==> src/rtl/sevenseg_scan_decoder_pkg.sv <==
// Shared definitions for the seven-segment score display encoder and its
// loopback scan decoder: glyph patterns, digit positions and the runs limit.
package sevenseg_scan_decoder_pkg;

  // Active-low segment patterns, ordered g,f,e,d,c,b,a.
  localparam logic [6:0] SEG_0     = 7'b1000000;
  localparam logic [6:0] SEG_1     = 7'b1111001;
  localparam logic [6:0] SEG_2     = 7'b0100100;
  localparam logic [6:0] SEG_3     = 7'b0110000;
  localparam logic [6:0] SEG_4     = 7'b0011001;
  localparam logic [6:0] SEG_5     = 7'b0010010;
  localparam logic [6:0] SEG_6     = 7'b0000010;
  localparam logic [6:0] SEG_7     = 7'b1111000;
  localparam logic [6:0] SEG_8     = 7'b0000000;
  localparam logic [6:0] SEG_9     = 7'b0010000;
  localparam logic [6:0] SEG_BLANK = 7'b1111111;

  // Digit positions on the display (index into the an bus).
  localparam int DIG_RUNS_H = 3;
  localparam int DIG_RUNS_T = 2;
  localparam int DIG_RUNS_U = 1;
  localparam int DIG_WKT    = 0;

  localparam int RUNS_MAX = 255;

  // How many digits the current anode pattern selects.
  typedef enum logic [1:0] {
    AN_BLANK,
    AN_SINGLE,
    AN_MULTI
  } an_kind_e;

  function automatic an_kind_e classify_an(input logic [3:0] an);
    int unsigned lows;
    lows = $countones(~an);
    if (lows == 0)      return AN_BLANK;
    else if (lows == 1) return AN_SINGLE;
    else                return AN_MULTI;
  endfunction

  // Position of the (single) low anode bit; 0 when none is low.
  function automatic logic [1:0] an_index(input logic [3:0] an);
    logic [1:0] idx;
    idx = 2'd0;
    for (int i = 0; i < 4; i++) begin
      if (!an[i]) idx = 2'(i);
    end
    return idx;
  endfunction

endpackage

==> src/rtl/seg_glyph_decode.sv <==
// Combinational glyph decoder: active-low gfedcba pattern to BCD digit.
// Anything outside the ten digit glyphs (blank, letters) is reported invalid.
module seg_glyph_decode
  import sevenseg_scan_decoder_pkg::*;
(
  input  logic [6:0] ca,
  output logic [3:0] bcd,
  output logic       valid
);

  // Table lookup from segment pattern to digit value.
  always_comb begin
    // NOTE: every output gets a default before the case so no path leaves it unassigned (no latch).
    bcd   = 4'd0;
    valid = 1'b1;
    case (ca)
      SEG_0:   bcd = 4'd0;
      SEG_1:   bcd = 4'd1;
      SEG_2:   bcd = 4'd2;
      SEG_3:   bcd = 4'd3;
      SEG_4:   bcd = 4'd4;
      SEG_5:   bcd = 4'd5;
      SEG_6:   bcd = 4'd6;
      SEG_7:   bcd = 4'd7;
      SEG_8:   bcd = 4'd8;
      SEG_9:   bcd = 4'd9;
      default: valid = 1'b0;
    endcase
  end

endmodule

==> src/rtl/sevenseg_scan_decoder.sv <==
// Observes the multiplexed an/ca/dp display drive, samples each digit once it
// has settled, and commits complete legal frames as BCD digits, runs, wickets.
module sevenseg_scan_decoder
  import sevenseg_scan_decoder_pkg::*;
#(
  parameter int SETTLE_CYCLES  = 16,
  parameter int TIMEOUT_CYCLES = 1048576
) (
  input  logic        clk_fpga,
  input  logic        reset,
  input  logic [3:0]  an,
  input  logic [6:0]  ca,
  input  logic        dp,
  output logic [15:0] digits,
  output logic [7:0]  runs,
  output logic [3:0]  wickets,
  output logic [3:0]  dp_mask,
  output logic        frame_valid,
  output logic        frame_stable,
  output logic        glyph_err,
  output logic        scan_lost
);

  localparam int DW = $clog2(SETTLE_CYCLES + 1);
  localparam int TW = $clog2(TIMEOUT_CYCLES);
  localparam logic [DW-1:0] DWELL_SAT     = DW'(SETTLE_CYCLES);
  localparam logic [DW-1:0] DWELL_CAPTURE = DW'(SETTLE_CYCLES - 1);
  localparam logic [TW-1:0] TIMEOUT_SAT   = TW'(TIMEOUT_CYCLES - 1);

  logic [3:0]      an_r, an_d;
  logic [6:0]      ca_r;
  logic            dp_r;
  logic            an_chg;
  logic [DW-1:0]   dwell_cnt;
  logic [TW-1:0]   timeout_cnt;
  an_kind_e        an_kind;
  logic [1:0]      cap_idx;
  logic [3:0]      dec_bcd;
  logic            dec_valid;
  logic            capture;
  logic [3:0]      captured, captured_next;
  logic [3:0][3:0] bcd_cap;
  logic [3:0]      valid_cap;
  logic [3:0]      dp_cap;
  logic            commit;
  logic [9:0]      runs_calc;
  logic            frame_ok;

  seg_glyph_decode u_decode (
    .ca    (ca_r),
    .bcd   (dec_bcd),
    .valid (dec_valid)
  );

  // Register the display drive once; an_d holds the previous anode pattern.
  always_ff @(posedge clk_fpga or posedge reset) begin
    if (reset) begin
      an_r <= 4'b1111;
      an_d <= 4'b1111;
      ca_r <= SEG_BLANK;
      dp_r <= 1'b1;
    end else begin
      // NOTE: sequential state uses <= so every register samples pre-edge values.
      an_r <= an;
      an_d <= an_r;
      ca_r <= ca;
      dp_r <= dp;
    end
  end

  assign an_chg  = (an_r != an_d);
  assign an_kind = classify_an(an_r);
  assign cap_idx = an_index(an_r);
  assign capture = !an_chg && (dwell_cnt == DWELL_CAPTURE) && (an_kind == AN_SINGLE);
  assign commit  = (captured == 4'b1111);

  // Dwell and stall counters restart on any anode change and saturate.
  always_ff @(posedge clk_fpga or posedge reset) begin
    if (reset) begin
      dwell_cnt   <= '0;
      timeout_cnt <= '0;
      scan_lost   <= 1'b0;
    end else if (an_chg) begin
      dwell_cnt   <= '0;
      timeout_cnt <= '0;
      scan_lost   <= 1'b0;
    end else begin
      if (dwell_cnt != DWELL_SAT) dwell_cnt <= dwell_cnt + 1'b1;
      if (timeout_cnt != TIMEOUT_SAT) timeout_cnt <= timeout_cnt + 1'b1;
      else scan_lost <= 1'b1;
    end
  end

  // Frame bookkeeping: commit, stall or a multi-digit anode empties the frame;
  // a capture in the same cycle lands in the emptied frame.
  always_comb begin
    captured_next = captured;
    if (commit || scan_lost || an_kind == AN_MULTI) captured_next = '0;
    if (capture) captured_next[cap_idx] = 1'b1;
  end

  // Captured-digit flags.
  always_ff @(posedge clk_fpga or posedge reset) begin
    if (reset) captured <= '0;
    else       captured <= captured_next;
  end

  // Per-digit capture storage; latest capture of a digit wins.
  // NOTE: no reset on these data registers; they are only read once all four captured flags are set.
  always_ff @(posedge clk_fpga) begin
    if (capture) begin
      bcd_cap[cap_idx]   <= dec_bcd;
      valid_cap[cap_idx] <= dec_valid;
      dp_cap[cap_idx]    <= ~dp_r;
    end
  end

  // Full-width runs value so the range check sees the untruncated sum.
  assign runs_calc = 10'(bcd_cap[DIG_RUNS_H]) * 10'd100
                   + 10'(bcd_cap[DIG_RUNS_T]) * 10'd10
                   + 10'(bcd_cap[DIG_RUNS_U]);
  assign frame_ok  = (&valid_cap) && (runs_calc <= 10'(RUNS_MAX));

  // Commit or reject a complete frame and track frame-to-frame stability.
  always_ff @(posedge clk_fpga or posedge reset) begin
    if (reset) begin
      digits       <= '0;
      runs         <= '0;
      wickets      <= '0;
      dp_mask      <= '0;
      frame_valid  <= 1'b0;
      frame_stable <= 1'b0;
      glyph_err    <= 1'b0;
    end else begin
      frame_valid <= 1'b0;
      glyph_err   <= 1'b0;
      if (commit) begin
        if (frame_ok) begin
          digits       <= bcd_cap;
          runs         <= runs_calc[7:0];
          wickets      <= bcd_cap[DIG_WKT];
          dp_mask      <= dp_cap;
          frame_valid  <= 1'b1;
          frame_stable <= ({bcd_cap, dp_cap} == {digits, dp_mask});
        end else begin
          glyph_err    <= 1'b1;
          frame_stable <= 1'b0;
        end
      end
    end
  end

endmodule
==> config.mk <==
export PLATFORM = sky130hd
export DESIGN_NAME = sevenseg_scan_decoder
export DESIGN_NICKNAME = d
export VERILOG_FILES = /design/src/rtl/sevenseg_scan_decoder_pkg.sv /design/src/rtl/seg_glyph_decode.sv /design/src/rtl/sevenseg_scan_decoder.sv
export SDC_FILE = /design/constraint.sdc
export NUM_CORES = 1
export LEC_CHECK = 0
export CORE_AREA = 4 4 103 105
export CTS_BUF_LIST = sky130_fd_sc_hd__clkbuf_8
export CTS_CLUSTER_DIAMETER = 80
export DETAILED_ROUTE_END_ITERATION = 10
export DIE_AREA = 0 0 107 109
export GPL_ROUTABILITY_DRIVEN = 0
export GPL_TIMING_DRIVEN = 0
export PLACE_DENSITY_LB_ADDON = 0.25
export SLEW_MARGIN = 20
export SYNTH_ARGS = -nofsm -noshare
export SYNTH_HDL_FRONTEND = slang
export SYNTH_SLANG_ARGS = --single-unit
==> constraint.sdc <==
create_clock -name clk_fpga -period 7.7 [get_ports clk_fpga]
set_input_delay 1.54 -clock clk_fpga [delete_from_list [all_inputs] [get_ports clk_fpga]]
set_output_delay 1.54 -clock clk_fpga [all_outputs]
set_load 0.02 [all_outputs]
==> results.md, run 1 <==
Outcome:
- The flow ran to the end, and the final reports show no timing, DRC or antenna violations.

Setup path:
- The standard cell with the maximum stage delay on the critical path is sky130_fd_sc_hd__a2111oi_4.
- Along the worst path, the maximum fanout reaches 10.
- The type of the setup path with the least slack is register to register.
- The timing startpoint of the critical path is bcd_cap[12]$_DFFE_PP_.
- The cell type with the highest occurrence count on the critical path is sky130_fd_sc_hd__ha_1.
- The required time at the worst-slack endpoint is 7.94 ns.
- The worst setup path is launched from a register.
- The largest single stage delay on the critical path is 0.84 ns.
- The worst flop-to-flop path startpoint is bcd_cap[12]$_DFFE_PP_.
- The data arrival at the endpoint of the critical path is 4.83 ns.
- The worst setup path is captured at a register.
- The signal on the critical path passes through ha_1 -> ha_1 -> inv_1 -> fa_1 -> inv_1 -> ha_1 -> ha_1 -> nand2_1 -> or3_1 -> a211o_1 -> a2111oi_4 -> buf_6 -> mux2_4.

GRT:
- The number of antenna violations at the first check in global routing is 0.
- Entering global routing, the biggest net connects 45 pins.
- The number of global-route vias before repair is 3384.
- The first global-routing pass estimated 16500 microns of wire.
- The combined global-route utilization of all metal layers is 0.181.
- For this run the aggregate overflow at the end of global routing stands at 0.

CTS:
- Counting along the longest clock path gives a buffer depth of 2.
- The clock-pin slew on the worst setup and hold paths is 0.09 ns.
- The clock reaches the later pin of the worst-skew pair after 0.35 ns.
- The number of buffers created by CTS is 9.
- Once the clock tree was built, the resizer swapped 0 gates to a different size.
- CTS saw 100 sinks.
- The clock root buffer master is sky130_fd_sc_hd__clkbuf_8.
- The count of hold-fix buffers inserted at cts is 0.
- In this run the number of H-tree levels came out at 3.
- The number of buffers added for setup after CTS is 0.
- TritonCTS built the clock tree.

Cells and area:
- Relative to the synthesized area, the layout overhead comes to 17.8%.
- The count of nets after finishing is 531.
- The fraction of layout instances using a drive strength above 1 is 0.148.
- The number of antenna diodes in the final layout is 0.
- The finished cells cover 0.00604 sq mm.

Yosys:
- The Yosys step of the flow raised 0 warnings.
- The netlist uses 54 different library cells.
- Of all flip-flops after synthesis, the portion carrying an async set or reset was 0.760.
- The count of flip-flops with a built-in enable after synthesis is 24.
- The synthesized netlist net count is 470.
- The sequential element share of the synthesized area is 0.515.
- A synthesized cell averages 12.2 sq um.
- The synthesized netlist occupies a cell area of 0.00513 sq mm.
- The number of cells produced by synthesis is 421.
- The leading register cell type out of synthesis is sky130_fd_sc_hd__dfrtp_1.
- Synthesis inferred 100 register bits.

Drt:
- The detail route stage leaves a number of antenna-violating nets equal to 0.
- After detailed routing, the met2 layer carries 4800 microns of wire.
- The top routing layer in use is met4.
- The wire length after detailed routing is 9930 microns.
- The post-route DRC violation count is 0.
- The via count is 3416.
- After detailed routing, the wire length on met1 is 4620 microns.
- The violation count after the first detailed-route iteration is 169.
- The average wire length per cell after detail routing is 16.0 microns.
- The pre-antenna-repair detailed-routing pass consisted of 4 iterations.
- The met3 layer wire length in the routed design is 386 microns.
- The mean number of vias per cell is 5.51.

Die:
- The floorplan row count is 36.
- The initial standard-cell utilization of the core is 0.532.
- The die outline area is 0.0117 sq mm.
- In this run the horizontal extent of the chip is 107 microns.
- The total I/O pin count is 50.
- The region available for standard cell placement spans 0.00964 sq mm.
- The die outline height is 109 microns.

Timing:
- The final hold violation count was 0.
- Setup repair after global routing left no endpoint under its margin.
- The maximum achievable frequency is 218 MHz.
- The final sum of negative setup slack is 0 ns.
- Setup violations remaining at the end of the flow were counted as 0.
- Headroom to the max-slew limit came out at 0.375.
- Dividing the final minimum period by the clock period gives 0.597.
- The transition time of the tightest slew-check pin is 0.937 ns.
- The final-report max-slew violation count is 0.
- The minimum period implied by the final worst setup slack is 4.59 ns.
- The setup skew after layout is 0.00743 ns.

Hold path:
- The worst min-delay path category is register to register.
- The startpoint of the worst hold path is an_r[0]$_DFF_PP1_.

Pwr:
- The leakage power is 2.45 nW.
- The power density over cell area is 157 mW/mm^2.
- VDD sags by at most 0.104 mV.

Placed design:
- The count of buffers from port buffering is 49.
- In this run the cell area measured after placement is 0.00582 sq mm.
- The HPWL after detailed placement is 7520 microns.

Job:
- The count of max-cap constraint violations is 0.
[layout make-up]
type / instances / area (sq um)
tap: 133 / 166
fill: 786 / 3600
clock buffer: 9 / 124
clock inverter: 7 / 92.6
timing repair buffer: 50 / 518
inverter: 26 / 100
sequential: 100 / 2640
multi-input combinational: 282 / 2310
buffer: 13 / 82.6
[worst paths after layout]
kind                                                     to  slack, ns  cells past startpoint
worst min-delay path                      an_d[0]$_DFF_PP1_       0.39                      0
worst min register to register            an_d[0]$_DFF_PP1_       0.39                      0
max in group asynchronous          frame_stable$_DFFE_PP0P_       5.61                      3
min in group asynchronous       timeout_cnt[16]$_DFFE_PP0P_       1.53                      2
worst max-delay path                  digits[8]$_DFFE_PP0P_       3.11                     13
worst max register to register        digits[8]$_DFFE_PP0P_       3.11                     13
[layout by cell type (no fill, tap or decap), types with 8 or more instances in the layout]
cell	n
sky130_fd_sc_hd__xor2_1	11
sky130_fd_sc_hd__nand3_1	11
sky130_fd_sc_hd__dfstp_2	16
sky130_fd_sc_hd__clkdlybuf4s50_1	49
sky130_fd_sc_hd__nand2_1	18
sky130_fd_sc_hd__dfrtp_1	60
sky130_fd_sc_hd__nand4_1	11
sky130_fd_sc_hd__mux2_4	19
sky130_fd_sc_hd__a21oi_1	16
sky130_fd_sc_hd__clkbuf_8	9
sky130_fd_sc_hd__inv_1	26
sky130_fd_sc_hd__o21ai_0	11
sky130_fd_sc_hd__or3_1	8
sky130_fd_sc_hd__xnor2_1	29
sky130_fd_sc_hd__edfxtp_1	24
sky130_fd_sc_hd__nor2_1	22
sky130_fd_sc_hd__nor3_1	9
sky130_fd_sc_hd__ha_1	29
[synthesized netlist by cell type, types with 6 or more instances]
library cell                n  area (sq um)
sky130_fd_sc_hd__nor2_1    22          82.6
sky130_fd_sc_hd__ha_1      29           363
sky130_fd_sc_hd__mux2_4    19           285
sky130_fd_sc_hd__nand4_1   11          68.8
sky130_fd_sc_hd__a21oi_1   16          80.1
sky130_fd_sc_hd__mux2_2     7          78.8
sky130_fd_sc_hd__xor2_1    11          96.3
sky130_fd_sc_hd__nand2_1   18          67.6
sky130_fd_sc_hd__fa_1       6           120
sky130_fd_sc_hd__or3_1      8          50.1
sky130_fd_sc_hd__nor2b_1    6          37.5
sky130_fd_sc_hd__xnor2_1   29           254
sky130_fd_sc_hd__dfrtp_1   60          1500
sky130_fd_sc_hd__edfxtp_1  24           721
sky130_fd_sc_hd__o21ai_0   11          55.1
sky130_fd_sc_hd__inv_1     26          97.6
sky130_fd_sc_hd__dfstp_2   16           420
sky130_fd_sc_hd__nand3_1   11          55.1
sky130_fd_sc_hd__nor3_1    10          50.1
[critical path, delay by kind of cell (launching register included)]
family / cells / cell delay (ns)
and+or+nand+nor: 2 / 0.47
buffers and inverters: 3 / 0.38
muxes: 1 / 0.32
DFF: 1 / 0.54
AOI/OAI and AO/OA: 2 / 1.16
adders and majority gates: 5 / 1.61
[sequential cells by signal, summed over array words and instances, names as in the netlist, 5 cells and up]
register	cells
ca_r	7
bcd_cap	16
runs	7
dwell_cnt	5
timeout_cnt	20
digits	16
[routing by layer]
metal | track usage | vias up
li1 | - | 1648
met3 | 0.0314 | 13
met1 | 0.247 | 1686
met4 | 0.0502 | 0
met5 | 0 | -
met2 | 0.303 | 69
[power breakdown]
group	total, W	leakage (nW)	internal (W)	switching, W
combinational	0.0000373	1.16	0.0000152	0.0000220
clock	0.000356	0.108	0.000182	0.000174
sequential	0.000554	1.18	0.000550	0.00000467
[cell families (layout without fill, tap and decap cells)]
kind of cell / Yosys count / in the layout / share of synthesized area
compound gates: 67 / 67 / 0.0945
xor+xnor: 40 / 40 / 0.0683
fa+ha+maj: 35 / 35 / 0.0942
buf+inv: 39 / 105 / 0.0351
flops: 100 / 100 / 0.515
mux: 29 / 29 / 0.0769
simple gates: 111 / 111 / 0.115
[per-stage QoR]
stage,util,std cells,setup slack (ns),hold slack (ns),total power [W]
3_3_place_gp,0.600,603,2.99,0.374,0.000598
6_report,0.627,620,3.11,0.386,0.000948
2_1_floorplan,-,421,3.64,0.367,0.000585
3_5_place_dp,0.604,604,3.08,0.376,0.000603
5_1_grt,0.627,620,2.89,0.399,0.000984
4_1_cts,0.627,620,3.07,0.390,0.000957
Power figures use the tool's default switching activity.
==> run 2: changes to the inputs <==
Clock period 7.7 ns to 4.3 ns, I/O delays scaled along.
==> run 2 against run 1 <==
Sequential power rose by 79%; first-iteration DRC count down 11%; critical path depth is 1 higher; critical endpoint unchanged; highest routed layer unchanged.
==> results.md, run 2 (synthesis results as in run 1) <==
Outcome:
- Outcome: completed (unchanged).

Die:
- The die outline area was 0.0117 sq mm (unchanged).
- The total I/O pin count is 50 (unchanged).
- The die outline height came to 109 microns (unchanged).
- The initial standard-cell utilization of the core was 0.532 (unchanged).
- The horizontal die dimension is 107 microns (unchanged).
- The floorplan row count is 36 (unchanged).
- The area inside the core boundary is 0.00964 sq mm (unchanged).

Cells and area:
- The core utilization of the finished layout is 0.639 (was 0.627).
- The number of inserted diodes came to 0 (unchanged).
- Biggest regs: timeout_cnt (20), bcd_cap (16), digits (16) (unchanged).
- The filler cell count is 775 (was 786).
- The count of nets after finishing was 544 (was 531).
- The flip-flop count of the largest register, all copies and words added is 20 (unchanged).
- The fraction of layout instances using a drive strength above 1 is 0.172 (was 0.148).
- The count of placed standard cells in the final layout, fillers left out was 633 (was 620).
- The most frequent standard cell in the layout excluding fill and tap cells was sky130_fd_sc_hd__dfrtp_1 (unchanged).
- Commonest non-fill, non-tap cells in the layout: sky130_fd_sc_hd__dfrtp_1, sky130_fd_sc_hd__clkdlybuf4s50_1, sky130_fd_sc_hd__xnor2_1 (was sky130_fd_sc_hd__dfrtp_1, sky130_fd_sc_hd__clkdlybuf4s50_1, sky130_fd_sc_hd__xnor2_1, sky130_fd_sc_hd__ha_1, sky130_fd_sc_hd__inv_1).
- The most flop-heavy register is timeout_cnt (unchanged).
- The layout overhead on the synthesized area was 20.1% (was 17.8%).

Pwr:
- The worst voltage drop across the vdd grid was 0.187 mV (was 0.104 mV).
- The leakage power is 2.51 nW (was 2.45 nW).
- The power density over cell area came to 275 mW/mm^2 (was 157 mW/mm^2).
- The overall power after layout is 0.00170 W (was 0.000948 W).

Timing:
- The setup skew after layout came to 0.00721 ns (was 0.00743 ns).
- The worst slew margin relative to its limit was 0.408 (was 0.375).
- The minimum setup slack in the final design is 0.149 ns (was 3.11 ns).
- The portion of the clock cycle consumed by the worst path in the final layout is 0.965 (was 0.597).
- The final-report max-slew violation count was 0 (unchanged).
- The count of final setup violators was 0 (unchanged).
- The minimum period implied by the final worst setup slack is 4.15 ns (was 4.59 ns).
- The maximum achievable frequency came to 241 MHz (was 218 MHz).
- The transition time of the tightest slew-check pin is 0.876 ns (was 0.937 ns).
- The post-route worst hold slack was 0.386 ns (about the same).
- The final hold violation count was 0 (unchanged).

CTS:
- The CTS tree is done (unchanged).
- The clock sink count is 100 (unchanged).
- The clock root buffer master is sky130_fd_sc_hd__clkbuf_8 (unchanged).
- The number of buffers created by CTS is 9 (unchanged).
- The number of buffers on the longest clock path was 2 (unchanged).
- The count of hold-fix buffers inserted at cts is 0 (unchanged).
- The maximum level of the CTS H-tree is 3 (unchanged).
- The clock insertion delay at the later pin of the skew report is 0.35 ns (about the same).
- The clock-pin slew on the worst setup and hold paths is 0.09 ns (about the same).

Drt:
- The violation count after the first detailed-route iteration came to 150 (was 169).
- The mean number of vias per cell is 5.52 (was 5.51).
- The post-route DRC violation count is 0 (unchanged).
- The via count is 3494 (was 3416).
- The average wire length per cell after detail routing is 15.9 microns (was 16.0 microns).
- The remaining number of nets flagged by the antenna check after routing came to 0 (unchanged).
- The wire length after detailed routing came to 10100 microns (was 9930 microns).
- The number of iterations in the first detailed-routing pass is 5 (was 4).

Setup path:
- The data arrival at the endpoint of the critical path was 4.39 ns (was 4.83 ns).
- The depth of the worst register-to-register path was 14 (was 13).
- The longest individual stage delay on the worst path is 0.51 ns (was 0.84 ns).
- The type of the setup path with the least slack is register to register (unchanged).
- The worst flop-to-flop path startpoint is bcd_cap[12]$_DFFE_PP_ (unchanged).
- The nature of the critical path startpoint is a register (unchanged).
- The standard cell with the maximum stage delay on the critical path is sky130_fd_sc_hd__edfxtp_1 (was sky130_fd_sc_hd__a2111oi_4).
- The worst-path maximum fanout is 10 (unchanged).
- The type of destination of the critical path is a register (unchanged).
- The cell type with the highest occurrence count on the critical path is sky130_fd_sc_hd__ha_1 (unchanged).
- The timing startpoint of the critical path is bcd_cap[12]$_DFFE_PP_ (unchanged).
- CP cell instances: ha_1 -> ha_1 -> inv_1 -> fa_1 -> inv_1 -> ha_1 -> ha_4 -> nand2_1 -> or3_1 -> a211o_1 -> a2111oi_4 -> buf_6 -> buf_6 -> mux2_4 (was ha_1 -> ha_1 -> inv_1 -> fa_1 -> inv_1 -> ha_1 -> ha_1 -> nand2_1 -> or3_1 -> a211o_1 -> a2111oi_4 -> buf_6 -> mux2_4).
- The kind of cell adding the most delay to the critical path is adder cells (unchanged).
- The reg2reg setup slack came to 0.15 ns (was 3.11 ns).
- The required time at the worst-slack endpoint is 4.54 ns (was 7.94 ns).
- The worst path buffer plus inverter count is 4 (was 3).
- The capture point of the worst reg-to-reg path is digits[8]$_DFFE_PP0P_ (unchanged).

Placed design:
- The number of placed instances, taps included is 604 (unchanged).
- The final HPWL from detailed placement is 7520 microns (unchanged).
- The count of buffers from port buffering is 49 (unchanged).
- The worst setup slack after placement is -0.320 ns (was 3.08 ns).

GRT:
- The global-route track usage on met1 is 0.246 (was 0.247).
- The total congestion overflow is 0 (unchanged).
- The global routing's busiest layer was met2 (unchanged).
- The met2 usage was 0.303 (unchanged).
- The first-pass GRT wire length is 16600 microns (was 16500 microns).
- The number of antenna violations at the first check in global routing is 0 (unchanged).
- The combined global-route utilization of all metal layers is 0.182 (was 0.181).
- The pin count of the biggest net entering global routing is 45 (unchanged).
- The global routing usage on met3 is 0.0314 (unchanged).
- The number of global-route vias before repair is 3406 (was 3384).

Hold path:
- The worst min-delay path category is register to register (unchanged).
- The startpoint of the worst hold path is an_r[0]$_DFF_PP1_ (unchanged).
- The hold path depth is 0 (unchanged).
- The worst-case hold path end point is an_d[0]$_DFF_PP1_ (unchanged).

Job:
- The count of max-cap constraint violations came to 0 (unchanged).
[run 2: cell types whose count changed in the layout (fill, tap and decap cells not counted), sizes merged]
| cell | change |
|---|---|
| buf | +13 |
[run 2: worst register-to-register path: cells and delay by family (launching register included)]
kind / cells / cell delay (ns)
fa+ha+maj: 5 / 1.58
compound gates: 2 / 0.72
flops: 1 / 0.51
buf+inv: 4 / 0.47
simple gates: 2 / 0.45
mux: 1 / 0.32
[run 2: cell type report]
type	instances	area, sq um	share of cell area
Buffer	13	86.3	0.0140
Clock buffer	9	124	0.0201
Clock inverter	7	92.6	0.0150
Inverter	26	100	0.0163
Multi-Input combinational cell	282	2330	0.378
Sequential cell	100	2640	0.429
Tap cell	133	166	0.0270
Timing Repair Buffer	63	619	0.101
[run 2: what timing repair did]
item	CTS	global route
buffers inserted	4	9
setup endpoints to repair	27	25
hold endpoints to repair	0	0
resized for setup	0	3
pin swaps	1	0
[run 2: worst max path at each step]
stage	endpoint	slack [ns]	depth (start not counted)
after global routing	digits[11]$_DFFE_PP0P_	-0.005	14
final	digits[8]$_DFFE_PP0P_	0.15	14
after CTS	digits[1]$_DFFE_PP0P_	0.04	14
after floorplan	digits[10]$_DFFE_PP0P_	0.24	12
after detailed placement	digits[0]$_DFFE_PP0P_	-0.32	13
after global placement	digits[4]$_DFFE_PP0P_	-0.27	13
[run 2: metrics by stage]
stage / cell area [sq um] / setup TNS, ns
detailed placement: 5820 / -7.02
CTS: 6070 / 0
global placement: 5780 / -5.78
finish: 6160 / 0
global route: 6160 / -0.0191
floorplan: 5130 / 0
[run 2: metal layers]
metal	share of wire	vias up
met4	0.015	0
met1	0.45	1720
met3	0.046	11
met5	0	-
li1	-	1675
met2	0.49	88
[run 2: power breakdown]
group	total, W	internal, W	switching (W)
sequential	0.000993	0.000984	0.00000837
clock	0.000636	0.000326	0.000311
combinational	0.0000664	0.0000272	0.0000392
total	0.00170	0.00134	0.000358
